--- config.mk ---
export PLATFORM = sky130hd
export DESIGN_NAME = pwm_audio_out_flat
export DESIGN_NICKNAME = d
export VERILOG_FILES = /design/src/rtl/pwm_audio_out_if.sv /design/src/rtl/pwm_audio_out.sv /design/src/flat_wrapper.sv
export SDC_FILE = /design/constraint.sdc
export NUM_CORES = 1
export LEC_CHECK = 0
export ABC_AREA = 0
export BUFFER_PORTS_ARGS = -buffer_cell sky130_fd_sc_hd__buf_2
export CAP_MARGIN = 40
export CORE_ASPECT_RATIO = 0.7
export CORE_UTILIZATION = 45
export DETAILED_ROUTE_END_ITERATION = 10
export GPL_ROUTABILITY_DRIVEN = 0
export SETUP_SLACK_MARGIN = 0.05
export SLEW_MARGIN = 20
export SYNTH_ARGS = -nofsm -noshare
export SYNTH_HDL_FRONTEND = slang
export SYNTH_SLANG_ARGS = --single-unit
export TNS_END_PERCENT = 30
--- constraint.sdc ---
create_clock -name bclk -period 7.65 [get_ports bclk]
set_clock_uncertainty 0.15 [all_clocks]
set_input_delay 1.53 -clock bclk [delete_from_list [all_inputs] [get_ports bclk]]
set_output_delay 1.53 -clock bclk [all_outputs]
set_load 0.01 [all_outputs]
--- src/rtl/pwm_audio_out_if.sv ---
// Sample/control inputs and PWM/status outputs of the stereo PWM audio stage.
// The master drives samples and controls; the slave (pwm_audio_out) drives the pads.
interface pwm_audio_out_if #(
    parameter int unsigned DATA_WIDTH = 16
);
    logic signed [DATA_WIDTH-1:0] left_data;
    logic signed [DATA_WIDTH-1:0] right_data;
    logic                         left_valid;
    logic                         right_valid;
    logic [2:0]                   volume;
    logic                         mute;
    logic                         pwm_l;
    logic                         pwm_r;
    logic                         period_start;
    logic [1:0]                   underrun;

    modport master (
        output left_data, right_data, left_valid, right_valid, volume, mute,
        input  pwm_l, pwm_r, period_start, underrun
    );

    modport slave (
        input  left_data, right_data, left_valid, right_valid, volume, mute,
        output pwm_l, pwm_r, period_start, underrun
    );
endinterface

--- src/rtl/pwm_audio_out.sv ---
// Stereo noise-shaped PWM output stage: first-order error feedback, volume shift,
// mute and per-channel underrun watchdog, all in the bclk domain.
module pwm_audio_out #(
    parameter int unsigned DATA_WIDTH       = 16,
    parameter int unsigned PWM_BITS         = 6,
    parameter int unsigned UNDERRUN_PERIODS = 4
) (
    input  logic           bclk,
    input  logic           rst,
    pwm_audio_out_if.slave audio
);
    localparam int unsigned LSB_BITS = DATA_WIDTH - PWM_BITS;
    localparam int unsigned MISS_W   = $clog2(UNDERRUN_PERIODS + 1);
    localparam logic [MISS_W-1:0]   MISS_MAX = MISS_W'(UNDERRUN_PERIODS);
    localparam logic [PWM_BITS-1:0] DUTY_MID = {1'b1, {(PWM_BITS - 1){1'b0}}};

    logic [PWM_BITS-1:0] r_cnt;
    logic                r_period_start;
    logic                w_load;
    logic [1:0]          w_valid;
    logic [1:0]          w_pwm;
    logic [1:0]          w_underrun;

    assign w_load  = (r_cnt == {PWM_BITS{1'b1}});
    assign w_valid = {audio.left_valid, audio.right_valid};

    always_ff @(posedge bclk or posedge rst) begin
        if (rst) begin
            r_cnt          <= '0;
            r_period_start <= 1'b0;
        end else begin
            r_cnt          <= r_cnt + PWM_BITS'(1);
            r_period_start <= (r_cnt == '0);
        end
    end

    // Channel 1 is left, channel 0 is right, matching the underrun bit order.
    for (genvar ch = 0; ch < 2; ch++) begin : g_ch
        logic signed [DATA_WIDTH-1:0] w_data;
        logic signed [DATA_WIDTH-1:0] r_hold;
        logic        [LSB_BITS-1:0]   r_err;
        logic        [PWM_BITS-1:0]   r_duty;
        logic        [MISS_W-1:0]     r_miss;
        logic                         r_seen;
        logic                         r_underrun;
        logic                         r_pwm;
        logic signed [DATA_WIDTH-1:0] w_att;
        logic        [DATA_WIDTH:0]   w_sum;
        logic        [PWM_BITS-1:0]   w_duty_nxt;
        logic        [LSB_BITS-1:0]   w_err_nxt;
        logic        [MISS_W-1:0]     w_miss_inc;

        assign w_data = (ch == 1) ? audio.left_data : audio.right_data;

        always_comb begin
            w_att      = r_hold >>> audio.volume;
            // MSB flip turns the signed sample into an offset-binary level.
            w_sum      = {1'b0, ~w_att[DATA_WIDTH-1], w_att[DATA_WIDTH-2:0]}
                       + {{(PWM_BITS + 1){1'b0}}, r_err};
            w_miss_inc = (r_miss == MISS_MAX) ? r_miss : r_miss + MISS_W'(1);
            w_duty_nxt = w_sum[DATA_WIDTH-1:LSB_BITS];
            w_err_nxt  = w_sum[LSB_BITS-1:0];
            if (audio.mute) begin
                w_duty_nxt = DUTY_MID;
                w_err_nxt  = '0;
            end else if (w_sum[DATA_WIDTH]) begin
                w_duty_nxt = {PWM_BITS{1'b1}};
                w_err_nxt  = '0;
            end
        end

        always_ff @(posedge bclk or posedge rst) begin
            if (rst) begin
                r_hold     <= '0;
                r_err      <= '0;
                r_duty     <= '0;
                r_miss     <= '0;
                r_seen     <= 1'b0;
                r_underrun <= 1'b0;
                r_pwm      <= 1'b0;
            end else begin
                r_pwm <= (r_cnt < r_duty);
                if (w_valid[ch]) begin
                    r_hold     <= w_data;
                    r_underrun <= 1'b0;
                end
                if (w_load) begin
                    r_duty <= w_duty_nxt;
                    r_err  <= w_err_nxt;
                    if (r_seen || w_valid[ch]) begin
                        r_miss <= '0;
                        r_seen <= 1'b0;
                    end else begin
                        r_miss <= w_miss_inc;
                        if (w_miss_inc == MISS_MAX) begin
                            r_underrun <= 1'b1;
                            r_hold     <= '0;
                        end
                    end
                end else if (w_valid[ch]) begin
                    r_seen <= 1'b1;
                end
            end
        end

        assign w_pwm[ch]      = r_pwm;
        assign w_underrun[ch] = r_underrun;
    end

    assign audio.pwm_l        = w_pwm[1];
    assign audio.pwm_r        = w_pwm[0];
    assign audio.period_start = r_period_start;
    assign audio.underrun     = w_underrun;
endmodule

--- src/flat_wrapper.sv ---
// flat-port wrapper written by rule: the top's interface ports become plain ports
module pwm_audio_out_flat 
#(
    parameter int unsigned DATA_WIDTH       = 16,
    parameter int unsigned PWM_BITS         = 6,
    parameter int unsigned UNDERRUN_PERIODS = 4
)
  (bclk, rst, audio_left_data, audio_right_data, audio_left_valid, audio_right_valid, audio_volume, audio_mute, audio_pwm_l, audio_pwm_r, audio_period_start, audio_underrun);
  pwm_audio_out_if #(.DATA_WIDTH(DATA_WIDTH)) audio_i ();
  input  logic bclk;
  input  logic rst;
  input wire logic [$bits(audio_i.left_data)-1:0] audio_left_data;
  input wire logic [$bits(audio_i.right_data)-1:0] audio_right_data;
  input wire logic [$bits(audio_i.left_valid)-1:0] audio_left_valid;
  input wire logic [$bits(audio_i.right_valid)-1:0] audio_right_valid;
  input wire logic [$bits(audio_i.volume)-1:0] audio_volume;
  input wire logic [$bits(audio_i.mute)-1:0] audio_mute;
  output wire logic [$bits(audio_i.pwm_l)-1:0] audio_pwm_l;
  output wire logic [$bits(audio_i.pwm_r)-1:0] audio_pwm_r;
  output wire logic [$bits(audio_i.period_start)-1:0] audio_period_start;
  output wire logic [$bits(audio_i.underrun)-1:0] audio_underrun;
  assign audio_i.left_data = audio_left_data;
  assign audio_i.right_data = audio_right_data;
  assign audio_i.left_valid = audio_left_valid;
  assign audio_i.right_valid = audio_right_valid;
  assign audio_i.volume = audio_volume;
  assign audio_i.mute = audio_mute;
  assign audio_pwm_l = audio_i.pwm_l;
  assign audio_pwm_r = audio_i.pwm_r;
  assign audio_period_start = audio_i.period_start;
  assign audio_underrun = audio_i.underrun;
  pwm_audio_out #(.DATA_WIDTH(DATA_WIDTH), .PWM_BITS(PWM_BITS), .UNDERRUN_PERIODS(UNDERRUN_PERIODS)) u_core (.bclk(bclk), .rst(rst), .audio(audio_i));
endmodule
; ---- After elaboration in Yosys (flattened, before gate mapping)
; Cells that the tools add are included.
[classes]
addsub = 5
magnitude_cmp = 2
eq_ne = 7
shift = 2
muxes = 34
n_bitwise = 2
n_reduce_logical = 7
[op_table]
columns = operator, count
row1 = 2-to-1 mux 16 bit, 8
row2 = 2-to-1 mux 10 bit, 4
row3 = adder 16 x 10 -> 17 bit, 2
row4 = >>> shifter 16 x 3 -> 16 bit, 2
row5 = 2-to-1 mux 6 bit, 4
row6 = 2-to-1 mux 1 bit, 14
row7 = == test 3 bit (second input constant), 4
row8 = < comparator 6 bit, 2
row9 = 2-to-1 mux 3 bit, 4
row10 = adder 3 x 1 -> 3 bit (second input constant), 2
row11 = adder 6 x 1 -> 6 bit (second input constant), 1
row12 = == test 6 bit (second input constant), 1
row13 = logical NOT 6 bit, 1
row14 = inequality test 2 bit (second input constant), 2
row15 = AND reduction 2 bit, 2
row16 = nonzero test 2 bit, 2
row17 = logical OR 1 bit, 2
row18 = inverter 1 bit, 2
[word_totals]
register_bits = 83
input_bits = 40
elab_cells = 75

; ---- Longest topological paths before layout
[depth]
word_depth = 6
ltp_mapped = 18

; ---- Worst setup path before layout
; Ideal clock, no wire load.
[synth_timing]
kind = in2reg
from = input audio_volume[1]
to = register u_core.g_ch[0].r_duty[4]
t_arrival_ps = 4887
required_ps = 7378
setup_slack_ps = 2492
cell_stages = 18
n_path_buf = 5
cell_sequence = buf_6 buf_6 buf_2 buf_4 buf_2 mux2i_1 nor2_1 a21oi_1 mux2i_1 ha_1 inv_1 fa_1 nand2b_1 a211oi_1 o21bai_1 a211oi_2 or4b_1 a32o_1
[synth_via]
elab_chain_len = 5
[synth_rtl]
columns = element, line
row1 = from (decl), flat_wrapper.sv:16  ; input wire logic [$bits(audio_i.volume)-1:0] audio_volume;
row2 = >>> shifter 16 x 3 -> 16 bit *, pwm_audio_out.sv:56  ; w_att = r_hold >>> audio.volume;
row3 = inverter 1 bit, pwm_audio_out.sv:58  ; w_sum = {1'b0, ~w_att[DATA_WIDTH-1], w_att[DATA_WIDTH-2:0]}
row4 = adder 16 x 10 -> 17 bit *, pwm_audio_out.sv:59  ; + {{(PWM_BITS + 1){1'b0}}, r_err};
row5 = 2-to-1 mux 6 bit *, pwm_audio_out.sv:66  ; end else if (w_sum[DATA_WIDTH]) begin
row6 = 2-to-1 mux 6 bit *, pwm_audio_out.sv:63  ; if (audio.mute) begin
row7 = to (signal assigned), pwm_audio_out.sv:88  ; r_duty <= w_duty_nxt;
row8 = to (decl), pwm_audio_out.sv:42  ; logic [PWM_BITS-1:0] r_duty;
; Mark *: on every way between the ends. The rest lies on a longest branch, timed or not.
; A chain may end at the register's enable or synchronous reset.

; ---- Final worst setup path
[layout_timing]
from = input audio_volume[0]
to = register u_core.g_ch[0].r_err[2]
[layout_via]
elab_chain_len = 5
[layout_rtl]
columns = element, line
row1 = >>> shifter 16 x 3 -> 16 bit *, pwm_audio_out.sv:56
row2 = inverter 1 bit, pwm_audio_out.sv:58
row3 = adder 16 x 10 -> 17 bit *, pwm_audio_out.sv:59
row4 = 2-to-1 mux 10 bit *, pwm_audio_out.sv:66
row5 = 2-to-1 mux 10 bit *, pwm_audio_out.sv:63
row6 = to (signal assigned), pwm_audio_out.sv:89  ; r_err <= w_err_nxt;
row7 = to (decl), pwm_audio_out.sv:41  ; logic [LSB_BITS-1:0] r_err;
; Marks and branches as above.

==> run summary <==
outcome: finished clean
Synth Area in Compound Gates: 20.0%
nets: 739
Max Cap Violations: 0
top cells by area, synth: dfrtp_1 35%, mux2i_1 11%, ha_1 7.5%, nor2_1 4.7%, a21oi_1 3.9%
fin. max-slew vios: 0
Max Clock Freq: 0.185 GHz
Mapped Area: 5970 um^2
fin crit share: 70.7%
IO Count: 45
die area: 13,700 um^2
Min Hold Slack: 0.332 ns
Main synth FF type: dfrtp_1
Core Region: 12,700 um^2
leakage: 3.17 nW
RSZ-0062 raised after global routing: no
ant diodes: 0
post-layout util: 51.9%
post-cts sizing count: 0
xor/xnor share of the synthesized area: 2.05%
Ys Warns: 0
fillers: 1,198
largest fanout on the critical path: 38
die width: 140 um
CTS sink cnt: 83
top post-synthesis cells by count: 83 x dfrtp_1, 75 x nor2_1, 67 x mux2i_1
Global Route Usage Sum: 20.2%
Finish-stage setup viols: 0
Vias: 4,657
Setup crit end kind: flop
share of the synthesized area in the top cell type: 34.8%
Buffers on Ports: 44
TritonCTS Buffers: 9
antenna-violating nets left: 0
pin count of the biggest net entering global routing: 44
Die H: 98.4 um
Final Total Pwr: 1.15 mW
clk root buf: clkbuf_16
final wirelength: 13,000 um
CTS hold repair buffers: 0
H-tree levels: 3
CTS tree: done
area grow syn2layout: 10.3%
WS Path Type: input port to flop
Fin. Hold Viols: 0
reg-to-reg slack, setup: 4.13 ns
std cell rows: 34
setup bufs post-CTS: 0
drt pass-1 iters: 5
first-pass GRT wire length: 22,100 um
PD cells: 175 nW/um^2
final setup TNS: 0 ns
Worst EP required: 7.73 ns
Distinct cells, synth: 74
Post-Synth Adder-Cell Area: 8.21%
syn_nets: 710
most numerous cell in the Yosys netlist: dfrtp_1
multiplexer share of the synthesized area: 15.6%
synthesized area per cell: 9.45 um^2
fin crit period: 5.41 ns
Hold Path Class: flop to flop
post-synthesis simple-gate area fraction: 14.2%
drc violations: 0
post-synth top area cell: dfrtp_1
Skew-Pair Late Insertion Delay: 0.34 ns
initial antenna violation count: 0
detailed placement HPWL: 9760 um
Worst Tran Pin Value: 0.721 ns
arrival time worst endpoint: 5.49 ns
combinational family with the most area after synthesis: compound AO/OA/AOI/OAI gates
Initial Util: 47.1%
Reg clk slew, reported paths: 0.06 ns
Async SR Flop Fraction: 100%
crit path launch type: input port
GR Overflow Total: 0
Max clock buf depth: 2
Seq/Total Area, Yosys: 34.8%
Post-synth EDFFs: 0
DRT iter0 DRCs: 183
vias per cell: 5.62
VDD IR max: 0.115 mV
Worst slew margin: 51.9%
number of global-route vias before repair: 4,583
Synth Register Bits: 83
Mapped Cells: 632
layout cell share with drive strength beyond 1: 16.7%
WL/cell: 15.8 um
[logic make-up (layout without fill, tap and decap cells)]
group | count (synthesis) | in the layout
fa+ha+maj | 38 | 38
flops | 83 | 83
xor+xnor | 14 | 14
compound gates | 167 | 167
simple gates | 177 | 177
buf+inv | 65 | 99
mux | 88 | 88
[report_power, final]
group          internal, mW  switching [mW]  leakage, nW  total, mW
Combinational         0.106           0.136         2.04      0.241
Clock                 0.261           0.175        0.139      0.436
Sequential            0.456          0.0192        0.994      0.475
[worst max-delay path: stages]
cell	delay (ns)
buf_2	0.55
inv_1	0.54
mux2i_1	0.24
mux2i_1	0.20
ha_1	0.22
inv_1	0.07
fa_1	0.38
nand2b_1	0.19
a211oi_1	0.30
o21bai_1	0.25
a2111oi_4	0.50
nor2_2	0.19
a32o_1	0.29
[worst paths after layout]
path / endpoint / startpoint / cells past startpoint
max reg2reg: u_core.g_ch[0].r_err[2]$_DFFE_PP0N_ / u_core.g_ch[0].r_hold[2]$_DFF_PP0_ / 13
max in group asynchronous: u_core.g_ch[1].r_duty[3]$_DFFE_PP0N_ / rst / 4
min in group asynchronous: u_core.g_ch[1].r_miss[1]$_DFFE_PP0N_ / rst / 3
min: u_core.g_ch[0].r_underrun$_DFF_PP0_ / u_core.g_ch[0].r_underrun$_DFF_PP0_ / 1
max: u_core.g_ch[0].r_err[2]$_DFFE_PP0N_ / audio_volume[0] / 13
min reg2reg: u_core.g_ch[0].r_underrun$_DFF_PP0_ / u_core.g_ch[0].r_underrun$_DFF_PP0_ / 1
[through the flow]
| step | std cells | instance area (um^2) | worst slack, ns |
|---|---|---|---|
| CTS | 828 | 6590 | 2.27 |
| finish | 828 | 6590 | 2.24 |
| detailed placement | 812 | 6290 | 1.94 |
| floorplan | 632 | 5970 | 2.49 |
| global route | 828 | 6590 | 1.86 |
| global placement | 809 | 6230 | 2.14 |
[layout make-up]
class / count / area [um^2] / area share [%]
inverter: 33 / 125 / 1.90
sequential: 83 / 2080 / 31.5
tap: 162 / 203 / 3.08
clock buffer: 12 / 246 / 3.74
clock inverter: 4 / 50.0 / 0.760
timing repair buffer: 50 / 298 / 4.52
multi-input combinational: 484 / 3590 / 54.5
[registers in the layout, summed over array words and instances (netlist names)]
signal,flops
u_core.audio.period_start,1
u_core.audio.pwm_l,1
u_core.audio.pwm_r,1
u_core.g_ch.r_duty,12
u_core.g_ch.r_err,20
u_core.g_ch.r_hold,32
u_core.g_ch.r_miss,6
u_core.g_ch.r_seen,2
u_core.g_ch.r_underrun,2
u_core.r_cnt,6
[layout by cell type, fill, tap and decap left out, drive strengths merged, types with 4 or more instances in the layout]
cell,netlist,routed
dfrtp,83,83
nor2,78,78
mux2i,67,67
buf,15,50
a21oi,47,47
nand2,41,41
ha,36,36
inv,33,32
o21ai,30,30
mux2,19,19
a21o,18,18
nand2b,13,13
clkbuf,16,12
nand3,11,11
xnor2,10,10
a22o,10,10
a32o,8,8
a211oi,8,8
o22ai,6,6
and3,6,6
or3,4,4
o21a,4,4
a22oi,4,4
xor2,4,4
nor3,4,4
and2,4,4
[per-layer routing]
layer / routed length, um / global-route usage (%) / vias up / part of all wire, %
met5: 0 / 0 / - / 0
met4: 172 / 5.75 / 0 / 1.3
met3: 444 / 4.36 / 17 / 3.4
met2: 6060 / 34.2 / 72 / 46
met1: 6360 / 26.1 / 2223 / 49
li1: - / - / 2345 / -
No activity file was read; power rests on OpenSTA's default activity.
